File: config.mk
export PLATFORM = sky130hd
export DESIGN_NAME = cache_control
export DESIGN_NICKNAME = d
export VERILOG_FILES = /design/src/rtl/cache_ctrl_pkg.sv /design/src/rtl/cache_control.sv
export SDC_FILE = /design/constraint.sdc
export NUM_CORES = 1
export LEC_CHECK = 0
export CELL_PAD_IN_SITES_DETAIL_PLACEMENT = 0
export CELL_PAD_IN_SITES_GLOBAL_PLACEMENT = 1
export CORE_AREA = 8 8 49 51
export CTS_BUF_LIST = sky130_fd_sc_hd__clkbuf_4
export DETAILED_ROUTE_END_ITERATION = 10
export DIE_AREA = 0 0 57 59
export PLACE_DENSITY = 0.77
export SLEW_MARGIN = 20
export SYNTH_ARGS = -nofsm -noshare
export SYNTH_HDL_FRONTEND = slang
export SYNTH_SLANG_ARGS = --single-unit
File: constraint.sdc
create_clock -name clk -period 1.45 [get_ports clk]
set_input_delay 0.29 -clock clk [delete_from_list [all_inputs] [get_ports clk]]
set_output_delay 0.29 -clock clk [all_outputs]
set_load 0.02 [all_outputs]
File: src/rtl/cache_ctrl_pkg.sv
// Shared definitions for the L1 cache control FSM.
//   state_t     : controller state encoding
//   DSEL_*      : data_sel mux codes (CPU write-merge vs. pmem line)
//   ASEL_*      : addr_sel mux codes (CPU address vs. victim {tag,index})
//   hit_way     : resolves the per-way hit vector to a single way
//   way_mask    : one-hot per-way strobe for a given way
package cache_ctrl_pkg;

   typedef enum logic [1:0] {
      ST_IDLE      = 2'd0,
      ST_WRITEBACK = 2'd1,
      ST_ALLOCATE  = 2'd2
   } state_t;

   localparam logic DSEL_CPU    = 1'b0;
   localparam logic DSEL_PMEM   = 1'b1;
   localparam logic ASEL_CPU    = 1'b0;
   localparam logic ASEL_VICTIM = 1'b1;

   // Both ways hitting should never happen with consistent tags; way 0 wins.
   function automatic logic hit_way(input logic [1:0] hit);
      return hit[0] ? 1'b0 : 1'b1;
   endfunction

   function automatic logic [1:0] way_mask(input logic way);
      return way ? 2'b10 : 2'b01;
   endfunction

endpackage

File: src/rtl/cache_control.sv
// Control FSM for the 2-way set-associative, write-back, write-allocate L1.
// Sequences the valid/dirty/tag/LRU/data arrays held in the datapath and
// handles the CPU and physical-memory handshakes. Only storage: state.
//
// Ports
//   clk, rst                 clock, synchronous active-high reset
//   mem_read, mem_write      CPU requests, held until mem_resp
//   hit[1:0]                 per-way tag match & valid of the indexed set
//   dirty[1:0], lru          dirty bits / LRU (victim) bit of the indexed set
//   pmem_resp                memory completion for the outstanding line transfer
//   mem_resp                 one-cycle CPU completion
//   pmem_read, pmem_write    line fill / writeback requests
//   valid_load, tag_load,
//   data_load, dirty_load    per-way array write enables
//   lru_load, dirty_in, lru_in  LRU enable and dirty/LRU write values
//   data_sel, addr_sel, way_sel datapath mux selects
//
// state        | meaning
// -------------+----------------------------------------------------------
// ST_IDLE      | serve hits in one cycle; on a miss pick next transfer
// ST_WRITEBACK | write dirty victim line (way = lru) back to memory
// ST_ALLOCATE  | fill victim way from memory, then return to IDLE to re-hit
module cache_control
   import cache_ctrl_pkg::*;
(
   input  logic       clk,
   input  logic       rst,
   input  logic       mem_read,
   input  logic       mem_write,
   input  logic [1:0] hit,
   input  logic [1:0] dirty,
   input  logic       lru,
   input  logic       pmem_resp,
   output logic       mem_resp,
   output logic       pmem_read,
   output logic       pmem_write,
   output logic [1:0] valid_load,
   output logic [1:0] tag_load,
   output logic [1:0] data_load,
   output logic [1:0] dirty_load,
   output logic       lru_load,
   output logic       dirty_in,
   output logic       lru_in,
   output logic       data_sel,
   output logic       addr_sel,
   output logic       way_sel
);

   state_t state;
   state_t state_nxt;

   logic req;
   logic is_hit;
   logic hw;

   assign req    = mem_read | mem_write;
   assign is_hit = |hit;
   assign hw     = hit_way(hit);

   always_ff @(posedge clk) begin
      if (rst) state <= ST_IDLE;
      else     state <= state_nxt;
   end

   always_comb begin
      state_nxt = state;
      case (state)
         ST_IDLE: begin
            if (req && !is_hit) state_nxt = dirty[lru] ? ST_WRITEBACK : ST_ALLOCATE;
         end
         ST_WRITEBACK: begin
            if (pmem_resp) state_nxt = ST_ALLOCATE;
         end
         ST_ALLOCATE: begin
            if (pmem_resp) state_nxt = ST_IDLE;
         end
         default: state_nxt = ST_IDLE;
      endcase
   end

   always_comb begin
      mem_resp   = 1'b0;
      pmem_read  = 1'b0;
      pmem_write = 1'b0;
      valid_load = 2'b00;
      tag_load   = 2'b00;
      data_load  = 2'b00;
      dirty_load = 2'b00;
      lru_load   = 1'b0;
      dirty_in   = 1'b0;
      lru_in     = 1'b0;
      data_sel   = DSEL_CPU;
      addr_sel   = ASEL_CPU;
      way_sel    = 1'b0;
      case (state)
         ST_IDLE: begin
            if (req && is_hit) begin
               mem_resp = 1'b1;
               way_sel  = hw;
               lru_load = 1'b1;
               lru_in   = ~hw;
               // read+write together is a write
               if (mem_write) begin
                  data_load  = way_mask(hw);
                  dirty_load = way_mask(hw);
                  dirty_in   = 1'b1;
                  data_sel   = DSEL_CPU;
               end
            end
         end
         ST_WRITEBACK: begin
            pmem_write = 1'b1;
            addr_sel   = ASEL_VICTIM;
            way_sel    = lru;
         end
         ST_ALLOCATE: begin
            pmem_read = 1'b1;
            addr_sel  = ASEL_CPU;
            if (pmem_resp) begin
               data_load  = way_mask(lru);
               tag_load   = way_mask(lru);
               valid_load = way_mask(lru);
               dirty_load = way_mask(lru);
               dirty_in   = 1'b0;
               data_sel   = DSEL_PMEM;
            end
         end
         default: ;
      endcase
   end

endmodule

==> impl_results.md <==
- Mean post-synth cell area: 7.606 um2
- Worst-case clock buffer depth: 2
- Synth top area cells: buf_4 (18%), dfxtp_1 (14%), nor2_1 (6.5%), and3b_1 (6.1%), nand3b_1 (5.2%)
- Final ANT Viol Nets: 0
- Die width: 57 um
- Max FFs per register: 2
- Number of H-tree levels: 1
- Setup crit end kind: output pin
- Final WS setup: -202.7 ps
- Starting Density: 17.50%
- Outcome: complete, but fails checks
- Initial antenna violation count: 0
- Initial detailed-routing violation count: 4
- Final period utilization: 114.0%
- Clock sinks: 2
- Critical Path AT: 1360 ps
- Clock power share: 25.5%
- Final WL: 1.277 mm
- Leak: 0.0003604 uW
- Cells after synthesis: 38
- Crit start category: flip-flop
- Max-cap check violation count: 0
- I/O Pins: 27
- CTS Root Cell: clkbuf_4
- Post-synth EDFFs: 0
- Cell accounting for the most synthesized area: buf_4
- Drt pass-1 iters: 4
- Post-route insts no fill: 95
- Final setup viols: 16
- Area delta synth->final: 163.2%
- Yosys top cell area share: 18.18%
- # rows: 15
- Switching Share: 36.52%
- Post-Route Utilization: 46.06%
- Layout cells sized above 1: 74.36%
- Clock Latency Late Sink: 230 ps
- Post-synth cell types: 23
- CP Max Fanout: 4
- CTS buffer count: 3
- Nets@finish: 90
- Cell area after synthesis: 289.0 um2
- Logic pwr share: 60.7%
- Total Power: 508.7 uW
- Max Clk Rate: 0.6051 GHz
- Ys Warns: 0
- Die H: 59 um
- Crit Reg-Reg Startpoint: state[0]
- CTS tree: done
- Multi-input logic area: 261.5 um2
- Hold Crit Start: pmem_resp
- Global-route usage over all layers: 7.534%
- Peak supply drop: 0.2909 mV
- First-pass GRT wire length: 1.932 mm
- Register area: 42.54 um2
- Setup TNS: -1854 ps
- CORE AREA: 0.001652 mm2
- Cts-stage hold buffer count: 0
- Largest registers: state (2)
- Worst slew pin tran: 227.4 ps
- #FFs+latches synth: 2
- Max incr delay on CP: 340 ps
- Largest net degree at the start of global routing: 7
- Relative slew margins: 84.41%
- Routability cong.: 0.7194
- Critical path class: reg2out
- Worst EP required: 1160 ps
- Vias per inst: 4.611
- Number of global-route vias before repair: 453
- Failing checks: setup timing
- Most common cell in the netlist: buf_4
- Dpl hpwl: 907.9 um
- Grt ovf: 0
- Die area: 0.003363 mm2
- Sw Pwr: 185.8 uW
- Final hold violation count: 0
- Top reg by flops: state
- Worst-path cell chain: buf_6 > and2b_2 > and2_4 > and2b_2 > buf_6
- # port buffers: 26
- Asr flop ratio synth: 0%
- Post-route DRC: 0
- Fin crit period: 1653 ps
- Sequential power share: 13.7%
- Clock slew at reported path FFs: 30 ps
- # diodes: 0
- DR vias: 438
- Placed cell count: 86
- # fillers: 168
- Post-Syn Nets: 48
- Internal cell power: 322.9 uW
- Critical Path Slowest Stage Cell: dfxtp_2
- Crit. Startpoint: state[0]
- PD cells: 668.6 mW/mm2
- Commonest cells in the netlist: buf_4 (7), nor2_1 (5)
- Slew Viols, Final: 0
- Seq/Total Area, Yosys: 13.85%
- Drt wl/cell: 13.44 um
- Primary FF master, synth: dfxtp_1
- Worst hold path class: in2reg
- RSZ-0062 raised after global routing: yes
- Clk_skew: 0.2286 ps
[cells in the final DEF (no fill, tap or decap), types with 2 or more instances in the layout]
| master | n |
|---|---|
| nor2_1 | 3 |
| dfxtp_2 | 2 |
| nand3b_1 | 2 |
| clkdlybuf4s50_1 | 3 |
| dlygate4sd2_1 | 3 |
| buf_6 | 12 |
| buf_4 | 20 |
| nor2_2 | 2 |
| clkbuf_4 | 3 |
| and2b_2 | 2 |
| and3b_1 | 2 |
| clkdlybuf4s15_2 | 5 |
[final timing paths]
path            endpoint  slack (ps)  cells past startpoint
max          tag_load[0]        -200                      5
min reg2reg     state[0]         790                      3
max reg2reg     state[0]        -110                      6
min             state[0]         670                      4
[area by class of cell]
cell class	count	share of cell area (%)
multi-input cells	28	34.38
repair buffers	45	54.28
clock buffers	3	2.961
flip-flops and latches	2	5.592
well taps	17	2.796
[per-stage QoR]
step	hold WS [ps]	setup WS (ps)	instance area, um2
detailed placement	724.8	-905.4	631.9
floorplan	360.4	-83.01	320.3
global placement	725.7	-897.4	631.9
finish	674.1	-202.7	760.7
CTS	644.3	-212.1	705.7
global route	676.2	-268.1	760.7
[per-layer routing]
layer	wire length [um]	up-vias	track usage, %
li1	-	214	-
met1	488	191	6.854
met2	590	27	11.47
met3	130	6	3.863
met4	68	0	8.054
met5	0	-	0
[cells by family (layout without fill, tap and decap cells)]
| group | count (synthesis) | in the layout | share of synthesized area, % |
|---|---|---|---|
| flops | 2 | 2 | 13.85 |
| mux | 2 | 2 | 7.359 |
| buf+inv | 8 | 48 | 19.91 |
| simple gates | 21 | 21 | 47.19 |
| compound gates | 5 | 5 | 11.69 |
[power groups by stage]
stage	clock network [uW]	registers, uW	logic, uW
after global routing	147	70.5	329
final	130	69.8	309
after CTS	135	69.9	282
after detailed placement	0	67.4	273
after floorplan	0	63.9	146
after global placement	0	67.5	271
[critical path: cells and delay by family, from the launching register on]
family | cells | cell delay (ps)
buffers and inverters | 2 | 240
flip-flops | 1 | 340
AND/OR/NAND/NOR | 3 | 550
[repair_timing]
action	in CTS	in global routing
setup endpoints to repair	18	17
resized for setup	100	13
cloned	0	0
pin swaps	4	5
endpoints found under the hold margin	0	0
buffers inserted	3	3
Note: power is estimated with default switching activity, not from simulation.
